[src/rtl/set_time_ctrl.sv]
// Set-time screen controller: maps debounced up/down/confirm presses to max_time and locks it for the match.
// Define SET_TIME_AUTO_REPEAT_EN to enable hold-to-repeat stepping in SET mode.
module set_time_ctrl #(
  parameter int STEP          = 5,
  parameter int MIN_TIME      = 30,
  parameter int MAX_TIME      = 255,
  parameter int DEFAULT_TIME  = 60,
  parameter int HOLD_DELAY    = 50000000,
  parameter int REPEAT_PERIOD = 10000000
) (
  input  logic       clk,
  input  logic       reset_n,
  input  logic       btn_up,
  input  logic       btn_down,
  input  logic       btn_confirm,
  input  logic       unlock,
  output logic [7:0] max_time,
  output logic       locked,
  output logic       start
);

  // state     | meaning
  // ST_SET    | value editable with up/down, confirm locks and starts the match
  // ST_LOCKED | match running, value frozen until unlock
  typedef enum logic [0:0] {ST_SET, ST_LOCKED} state_t;

  if (STEP < 1 || STEP > 255 || MIN_TIME < 0 || MIN_TIME > DEFAULT_TIME ||
      DEFAULT_TIME > MAX_TIME || MAX_TIME > 255 || HOLD_DELAY < 1 || REPEAT_PERIOD < 1) begin : g_param_check
    $error("set_time_ctrl: illegal parameter set");
  end

  state_t     state_q, state_d;
  logic [7:0] time_q, time_d;
  logic       start_q, start_d;
  logic       up_prev_q, down_prev_q, confirm_prev_q;
  logic       up_press, down_press, confirm_press;
  logic [8:0] time_sum;
  logic [7:0] time_inc, time_dec;

`ifdef SET_TIME_AUTO_REPEAT_EN
  localparam int RPT_MAX = (HOLD_DELAY > REPEAT_PERIOD) ? HOLD_DELAY : REPEAT_PERIOD;
  localparam int CNT_W   = $clog2(RPT_MAX + 1);

  logic [CNT_W-1:0] rpt_cnt_q, rpt_cnt_d;
  logic             rpt_act_q, rpt_act_d;
`endif

  assign up_press      = btn_up & ~up_prev_q;
  assign down_press    = btn_down & ~down_prev_q;
  assign confirm_press = btn_confirm & ~confirm_prev_q;

  // Saturating step results, computed 9 bits wide so neither end can wrap.
  always_comb begin
    time_sum = {1'b0, time_q} + 9'(STEP);
    time_inc = (time_sum > 9'(MAX_TIME)) ? 8'(MAX_TIME) : time_sum[7:0];
    time_dec = ({1'b0, time_q} < 9'(MIN_TIME + STEP)) ? 8'(MIN_TIME) : (time_q - 8'(STEP));
  end

  always_comb begin
    state_d = state_q;
    time_d  = time_q;
    start_d = 1'b0;
`ifdef SET_TIME_AUTO_REPEAT_EN
    rpt_cnt_d = rpt_cnt_q;
    rpt_act_d = 1'b0;
`endif
    case (state_q)
      ST_SET: begin
        if (confirm_press) begin
          state_d = ST_LOCKED;
          start_d = 1'b1;
        end else if (!(btn_up && btn_down)) begin
          if (up_press) begin
            time_d = time_inc;
          end else if (down_press) begin
            time_d = time_dec;
          end
`ifdef SET_TIME_AUTO_REPEAT_EN
          // Down-counter runs only while the button that armed it stays the only one held.
          if (up_press || down_press) begin
            rpt_act_d = 1'b1;
            rpt_cnt_d = CNT_W'(HOLD_DELAY - 1);
          end else if (rpt_act_q && (btn_up || btn_down)) begin
            rpt_act_d = 1'b1;
            if (rpt_cnt_q == '0) begin
              time_d    = btn_up ? time_inc : time_dec;
              rpt_cnt_d = CNT_W'(REPEAT_PERIOD - 1);
            end else begin
              rpt_cnt_d = rpt_cnt_q - 1'b1;
            end
          end
`endif
        end
      end
      ST_LOCKED: begin
        if (unlock) begin
          state_d = ST_SET;
        end
      end
      default: begin
        state_d = ST_SET;
      end
    endcase
`ifdef SET_TIME_AUTO_REPEAT_EN
    if (!rpt_act_d) begin
      rpt_cnt_d = '0;
    end
`endif
  end

  // Previous samples reset high so a button held through reset needs a fresh press.
  always_ff @(posedge clk) begin
    if (!reset_n) begin
      state_q        <= ST_SET;
      time_q         <= 8'(DEFAULT_TIME);
      start_q        <= 1'b0;
      up_prev_q      <= 1'b1;
      down_prev_q    <= 1'b1;
      confirm_prev_q <= 1'b1;
    end else begin
      state_q        <= state_d;
      time_q         <= time_d;
      start_q        <= start_d;
      up_prev_q      <= btn_up;
      down_prev_q    <= btn_down;
      confirm_prev_q <= btn_confirm;
    end
  end

`ifdef SET_TIME_AUTO_REPEAT_EN
  always_ff @(posedge clk) begin
    if (!reset_n) begin
      rpt_cnt_q <= '0;
      rpt_act_q <= 1'b0;
    end else begin
      rpt_cnt_q <= rpt_cnt_d;
      rpt_act_q <= rpt_act_d;
    end
  end
`endif

  assign max_time = time_q;
  assign locked   = (state_q == ST_LOCKED);
  assign start    = start_q;

endmodule

[config.mk]
export PLATFORM = sky130hd
export DESIGN_NAME = set_time_ctrl
export DESIGN_NICKNAME = d
export VERILOG_FILES = /design/src/rtl/set_time_ctrl.sv
export SDC_FILE = /design/constraint.sdc
export NUM_CORES = 1
export LEC_CHECK = 0
export BUFFER_PORTS_ARGS = -buffer_cell sky130_fd_sc_hd__buf_2
export CAP_MARGIN = 20
export CELL_PAD_IN_SITES_DETAIL_PLACEMENT = 1
export CELL_PAD_IN_SITES_GLOBAL_PLACEMENT = 2
export CORE_MARGIN = 2
export CORE_UTILIZATION = 33
export CTS_CLUSTER_DIAMETER = 40
export CTS_CLUSTER_SIZE = 8
export DETAILED_ROUTE_END_ITERATION = 12
export PLACE_DENSITY_LB_ADDON = 0.2
export SLEW_MARGIN = 20
export SYNTH_ARGS = -nofsm -noshare
export SYNTH_HDL_FRONTEND = slang
export SYNTH_SLANG_ARGS = --single-unit
[constraint.sdc]
create_clock -name clk -period 4.15 [get_ports clk]
set_input_delay 0.83 -clock clk [delete_from_list [all_inputs] [get_ports clk]]
set_output_delay 0.83 -clock clk [all_outputs]
set_load 0.02 [all_outputs]
Word level (Yosys, flattened, before mapping)
Index checks and enable logic that the tools add are counted.

storage, ports and cells
  bits of input ports = 6
  memory bits (writable) = 0
  memories kept = 0
  word-level logic and storage cells = 31
  bits in read-only memories = 0
  bits in registers = 13
  latch bits = 0

cells by class
  bitwise gates (word level) = 10
  reductions and logical operators = 4
  $lt $le $gt $ge = 2
  shift-type cells = 0
  div/mod/pow operators = 0
  eq/ne operators = 0
  muxes and demuxes = 7
  add/sub/neg operators = 2
  multipliers = 0

operators by type and width
  cell                   count
  $mux W8                4
  $add A8 B3 Y9 const B  1
  $gt A9 B8 Y1 const B   1
  $lt A8 B6 Y1 const B   1
  $sub A8 B3 Y8 const B  1
  $not A1 Y1             7
  $reduce_and A4 Y1      1
  $and A1 B1 Y1          3
  $mux W1                2
  $pmux W1 S2            1
  $reduce_bool A2 Y1     1
  $reduce_or A2 Y1       1
  $logic_and A1 B1 Y1    1

Longest topological paths before layout
Gate-level depths: netlist of the first run.

  word-level depth = 4
  gate-level depth with buffers = 7

Worst setup path after synthesis of the first run
No wires, ideal clock.

  path type = input to register
  start = input btn_down
  end = register time_q[6] (netlist: max_time[6])
  data arrival time = 1.899 ns
  path buffers = 0
  slack = 2.190 ns
  setup time = 0.060 ns
  stages = 5
  cell sequence = and2_4 a2111oi_4 and2_1 and3_1 a311o_1

between the ends
  longest elaborated chain between the ends = 3

RTL lines
  what                                                               line    text
  from (decl)                                                        14      input logic btn_down,
  $and A1 B1 Y1 or $logic_and A1 B1 Y1 (tied branches)               49, 72
  $reduce_bool A2 Y1 (no source line) or $not A1 Y1 (tied branches)  n/a
  $reduce_and A4 Y1 (no source line) *                               n/a
  to (signal assigned)                                               115     time_q <= 8'(DEFAULT_TIME);
  to (signal assigned)                                               122     time_q <= time_d;
  to (decl)                                                          33      logic [7:0] time_q, time_d;

Every way passes the cells marked *; elsewhere a longest branch is shown, timed or not.
A chain may end at the register's enable or synchronous reset.

Final worst setup path of the first run
Same ends and word-level chain as after synthesis.

==> results.yml, run 1 <==
cells_and_area:
  drive_gt1_share_pct: 18.7
  final_cells: 153
  diodes: 0
  area_growth_pct: 12.9
  nets: 132
yosys:
  synth_ff_type: "dfxtp_1"
  yosysSeqAreaShare_pct: 30.5
  synth_xor_area_share_pct: 2.05
  ys_types: 37
  synth_area_um2: 855
  synth-compound-area-share_pct: 27.4
  synth_edf_count: 0
  yosysMostFrequentCell: "dfxtp_1"
  synth_top_family_by_area: "simple AND/OR/NAND/NOR gates"
  synthSimpleGateAreaFrac_pct: 29.9
  synth_area_leaders: "dfxtp_1 30%, o21ai_0 7.0%, inv_1 4.0%"
  yosysWarningCount: 0
  synth_adder_area_share_pct: 2.93
  async_reset_ff_share_pct: 0
  syn_nets: 118
  syn_avg_cell_area_um2: 7.77
  yosys-top-cells-count: "13 x dfxtp_1, 12 x o21ai_0, 9 x inv_1"
  synth-seq-cells: 13
  syn_inst: 110
  synthMuxAreaShare_pct: 0
  synth_top_cell_area_share_pct: 30.5
  yosysTopAreaCell: "dfxtp_1"
floorplan:
  rows: 18
  fp.dieH_um: 54.9
  die_w_um: 54.9
  core_mm2: 0.00245
  die_area_mm2: 0.00301
  initial_core_util_pct: 34.8
  io_pins: 16
sta:
  worst_pin_slew_ps: 646
  fin_setup_tns_ps: 0
  hold_slack_ps: 571
  clock_skew_ps: 2.40
  rsz0062_at_grt: "false"
  slew_headroom_pct: 56.7
  setup_ws_ps: 2100
  final_hold_viol_count: 0
  layout_worst_path_cycle_share_pct: 49.3
  drv_slew: 0
  fin_crit_ps: 2050
  max_freq_mhz: 489
  finalSetupViolCount: 0
critical_path:
  path_cells: "buf_2 -> and2_4 -> a2111oi_4 -> and2_1 -> and3_1 -> a311o_1"
  cp.required_ps: 4380
  reg2reg_from: "max_time[0]$_SDFFE_PN0P_"
  crit_cells: 6
  path_max_fanout: 10
  cp-end-kind: "flop"
  path_buf_inv: 1
  cp_top_family: "compound AO/OA/AOI/OAI gates"
  critical_path_class: "in -> reg"
  slowest_delay_ps: 610
  crit_arrival_ps: 2280
  reg2reg_depth: 6
  ff2ff_setup_slack_ps: 2130
  rr_endpoint: "max_time[4]$_SDFFE_PN1P_"
  critPathSlowestCell: "a2111oi_4"
  startpoint_type: "input pin"
route:
  ant_nets: 0
  vias_per_cell: 5.86
  wl_per_cell_um: 16.7
  drc: 0
  totalWireLength_mm: 2.55
  dr.pass1.iters: 4
  drtIter0Drc: 10
  vias: 896
placed_design:
  io_buffers: 15
  place_hpwl_mm: 1.88
  dp_slack_ps: 1830
  dp_cells: 149
  place.gp.congestion: 0.873
clock_tree:
  cts_sinks: 13
  clockBufferDepth: 2
  cts-root-buf: "clkbuf_4"
  path_clk_slew_ps: 90
  htreeDepth: 1
  post_cts_resized: 0
  cts_tree: "built"
  cts_buffers: 3
  clk_latency_ps: 280
  hold_buffers: 0
  post_cts_buffers: 0
pwr:
  power.total_w: 0.000288
  power_density_mw_per_mm2: 298
  ir_drop_uv: 154
  power_leakage_nw: 0.394
worst_hold_path:
  hold_start: "locked$_SDFF_PN0_"
  min_delay_path_depth: 2
  hold_end: "locked$_SDFF_PN0_"
  worstHoldPathType: "reg -> reg"
flow_run:
  drv_cap: 0
global_route:
  first_global_vias: 870
  grt_usage_pct: 19.7
  grt_pass1_wl_mm: 4.24
  grt_start_max_net_pins: 14
  antenna_found_initial: 0
  grt_overflow: 0
status:
  run_status: "finished clean"
-- per-layer routing --
| metal | up-vias | wire, µm | GRT usage [%] | part of all wire [%] |
|---|---|---|---|---|
| li1 | 431 | - | - | - |
| met4 | 0 | 31 | 6.10 | 1.2 |
| met1 | 436 | 1260 | 29.4 | 49 |
| met3 | 5 | 105 | 2.42 | 4.1 |
| met5 | - | 0 | 0 | 0 |
| met2 | 24 | 1160 | 29.2 | 45 |
-- report_power, final --
part | switching (W) | internal (W)
sequential | 0.0000110 | 0.000131
combinational | 0.0000380 | 0.0000238
clock | 0.0000469 | 0.0000373
total | 0.0000960 | 0.000192
-- layout make-up --
cell class,count,area (µm²)
clock buffers,4,26.3
repair buffers,15,75.1
fillers,323,1490
well taps,30,37.5
multi-input cells,82,532
inverters,9,33.8
flip-flops and latches,13,260
-- per-stage QoR --
step	utilization, %	cell area (µm²)
finish	39.3	965
global route	39.3	965
CTS	39.3	965
detailed placement	38.2	938
global placement	38.2	938
floorplan	-	855
-- state kept, by name, indices dropped and copies added, names as in the netlist --
| signal | count |
|---|---|
| max_time | 8 |
| confirm_prev_q | 1 |
| down_prev_q | 1 |
| locked | 1 |
| start | 1 |
| up_prev_q | 1 |
-- placed cells by master, fill, tap and decap left out, types with 2 or more instances in the layout --
cell      count
nor3_1        6
nand2b_1      3
a32oi_1       2
inv_1         9
nor2b_1       5
o21ai_0      12
dfxtp_1      13
nand2_1       6
a21oi_1       5
and3_1        3
buf_2        15
clkbuf_4      3
ha_1          2
nand3_1       2
a311oi_1      2
a211oi_1      2
nand2b_2      2
xnor2_1       2
o211ai_1      2
nor4_1        5
nor2_1        6
-- worst max-delay path by stage --
| stage | start | end | slack (ps) |
|---|---|---|---|
| floorplan | btn_down | max_time[6]$_SDFFE_PN0P_ | 2190 |
| global placement | btn_down | max_time[6]$_SDFFE_PN0P_ | 1810 |
| detailed placement | btn_down | max_time[6]$_SDFFE_PN0P_ | 1830 |
| CTS | btn_down | max_time[6]$_SDFFE_PN0P_ | 2100 |
| global route | max_time[0]$_SDFFE_PN0P_ | max_time[4]$_SDFFE_PN1P_ | 1900 |
| finish | btn_down | max_time[6]$_SDFFE_PN0P_ | 2100 |
-- worst reg2reg max path: cells and delay by family, from the launching register on --
family,cells,cell delay [ps]
compound gates,4,1060
flops,1,470
fa+ha+maj,1,290
simple gates,1,90
-- logic make-up after synthesis --
| kind of cell | count (synthesis) |
|---|---|
| AO/OA/AOI/OAI | 33 |
| XOR/XNOR | 2 |
| AND/OR/NAND/NOR | 45 |
| flip-flops | 13 |
| adder cells (fa/ha/maj) | 2 |
| buffers and inverters | 15 |
Power figures use the tool's default switching activity.
==> run 2: changes to the inputs <==
- CORE_UTILIZATION: 33 -> 27
- clock period: 4.15 -> 1.75 ns (I/O delays scaled with it)
==> results.yml, run 2 (synthesis gave the netlist of run 1 again) <==
placed_design:
  place.gp.congestion: 0.819
  place_area_mm2: 0.00109
  dp_slack_ps: 0.112
  place_hpwl_mm: 2.15
  io_buffers: 15
  dp_cells: 180
critical_path:
  cp-end-kind: "flop"
  startpoint_type: "flop"
  path_max_fanout: 4
  ff2ff_setup_slack_ps: 130
  cp.required_ps: 1920
  rr_endpoint: "max_time[6]$_SDFFE_PN0P_"
  reg2reg_from: "max_time[0]$_SDFFE_PN0P_"
  reg2reg_depth: 5
  critical_path_class: "reg -> reg"
  crit_arrival_ps: 1790
route:
  ant_nets: 0
  wl_met2_mm: 1.38
  totalWireLength_mm: 2.81
  drtIter0Drc: 19
  wl_per_cell_um: 15.2
  top_layer: "met4"
  route.met3.wl_um: 110
  dr.pass1.iters: 4
  vias: 950
  drc: 0
  vias_per_cell: 5.14
  drt-met1-wl_mm: 1.31
global_route:
  grt_start_max_net_pins: 13
  grt_pass1_wl_mm: 4.74
  antenna_found_initial: 0
  grt_usage_pct: 17.5
  first_global_vias: 989
  grt_overflow: 0
floorplan:
  core_mm2: 0.00303
  die_area_mm2: 0.00363
  rows: 20
  initial_core_util_pct: 28.2
  fp.dieH_um: 60.3
  die_w_um: 60.3
  io_pins: 16
cells_and_area:
  final_cell_mix: "18 x buf_4, 15 x buf_2, 13 x dfxtp_1, 11 x o21ai_0, 9 x inv_1"
  regArea_um2: 260
  area_growth_pct: 32.8
  layout_commonest_cell: "buf_4"
  fillCellCount: 386
  final_area_mm2: 0.00113
  final_core_util_pct: 37.5
  drive_gt1_share_pct: 31.2
  largest_reg_flops: 8
  final_cells: 185
  diodes: 0
  nets: 150
  multi_input_area_um2: 549
clock_tree:
  htreeDepth: 1
  clk_latency_ps: 280
  cts_sinks: 13
  cts-root-buf: "clkbuf_4"
  path_clk_slew_ps: 90
  cts_buffers: 3
  hold_buffers: 0
  clockBufferDepth: 2
  cts_tree: "built"
sta:
  drv_slew: 0
  worst_pin_slew_ps: 463
  layout_worst_path_cycle_share_pct: 92.7
  clock_skew_ps: 8.52
  fin_setup_tns_ps: 0
  max_freq_mhz: 616
  slew_headroom_pct: 69.0
  setup_ws_ps: 127
  fin_crit_ps: 1620
  finalSetupViolCount: 0
  final_hold_viol_count: 0
pwr:
  ir_drop_uv: 290
  p_int_w: 0.000489
  power_leakage_nw: 0.484
  netSwitchingFraction_pct: 32.3
  combPwrFrac_pct: 28.4
  p_sw_w: 0.000234
  p_clk_share_pct: 26.6
  power_density_mw_per_mm2: 637
  p_seq_share_pct: 45.0
flow_run:
  drv_cap: 0
worst_hold_path:
  hold_start: "unlock"
  worstHoldPathType: "in -> reg"
  min_delay_path_depth: 2
  hold_end: "locked$_SDFF_PN0_"
status:
  run_status: "finished clean"
[run 2: how the worst max path moves through the flow]
stage                                   startpoint                  endpoint  depth (start not counted)
after floorplan           max_time[0]$_SDFFE_PN0P_  max_time[6]$_SDFFE_PN0P_                          5
after global placement                 btn_confirm  max_time[6]$_SDFFE_PN0P_                          7
after detailed placement               btn_confirm  max_time[6]$_SDFFE_PN0P_                          7
after CTS                 max_time[0]$_SDFFE_PN0P_  max_time[6]$_SDFFE_PN0P_                          5
after global routing      max_time[7]$_SDFFE_PN0P_  max_time[4]$_SDFFE_PN1P_                          5
final                     max_time[0]$_SDFFE_PN0P_  max_time[6]$_SDFFE_PN0P_                          5
[run 2: cell type report]
class / instances / share of cell area [%]
clock buffer: 4 / 2.32
inverter: 9 / 2.98
multi-input combinational: 82 / 48.4
sequential: 13 / 22.9
tap: 44 / 4.85
timing repair buffer: 33 / 18.5
[run 2: what timing repair did]
item                                    CTS  global route
setup buffers                             0             1
endpoints found under the setup margin    0             4
resized for setup                         0             3
[run 2: per-layer routing]
| layer | global-route usage (%) | up-vias |
|---|---|---|
| met5 | 0 | - |
| met4 | 5.71 | 0 |
| met3 | 2.38 | 2 |
| met1 | 23.7 | 460 |
| met2 | 28.6 | 21 |
| li1 | - | 467 |
[run 2: metrics by stage]
stage / hold slack (ps) / total power (W)
after floorplan: 451 / 0.000444
after global placement: 538 / 0.000531
after detailed placement: 546 / 0.000532
after CTS: 238 / 0.000729
after global routing: 252 / 0.000768
final: 240 / 0.000723
[run 2: power groups by stage]
| stage | sequential [W] | clock (W) | combinational (W) |
|---|---|---|---|
| 4_1_cts | 0.000324 | 0.000202 | 0.000202 |
| 2_1_floorplan | 0.000340 | 0 | 0.000104 |
| 3_3_place_gp | 0.000331 | 0 | 0.000200 |
| 3_5_place_dp | 0.000331 | 0 | 0.000201 |
| 6_report | 0.000325 | 0.000192 | 0.000205 |
| 5_1_grt | 0.000328 | 0.000213 | 0.000227 |
[run 2: worst max-delay path: stages (launching register included)]
cell and delay [ps]:
dfxtp_1 320, ha_1 250, or2_2 320, a41oi_1 240, nor4_1 70, a311o_1 310
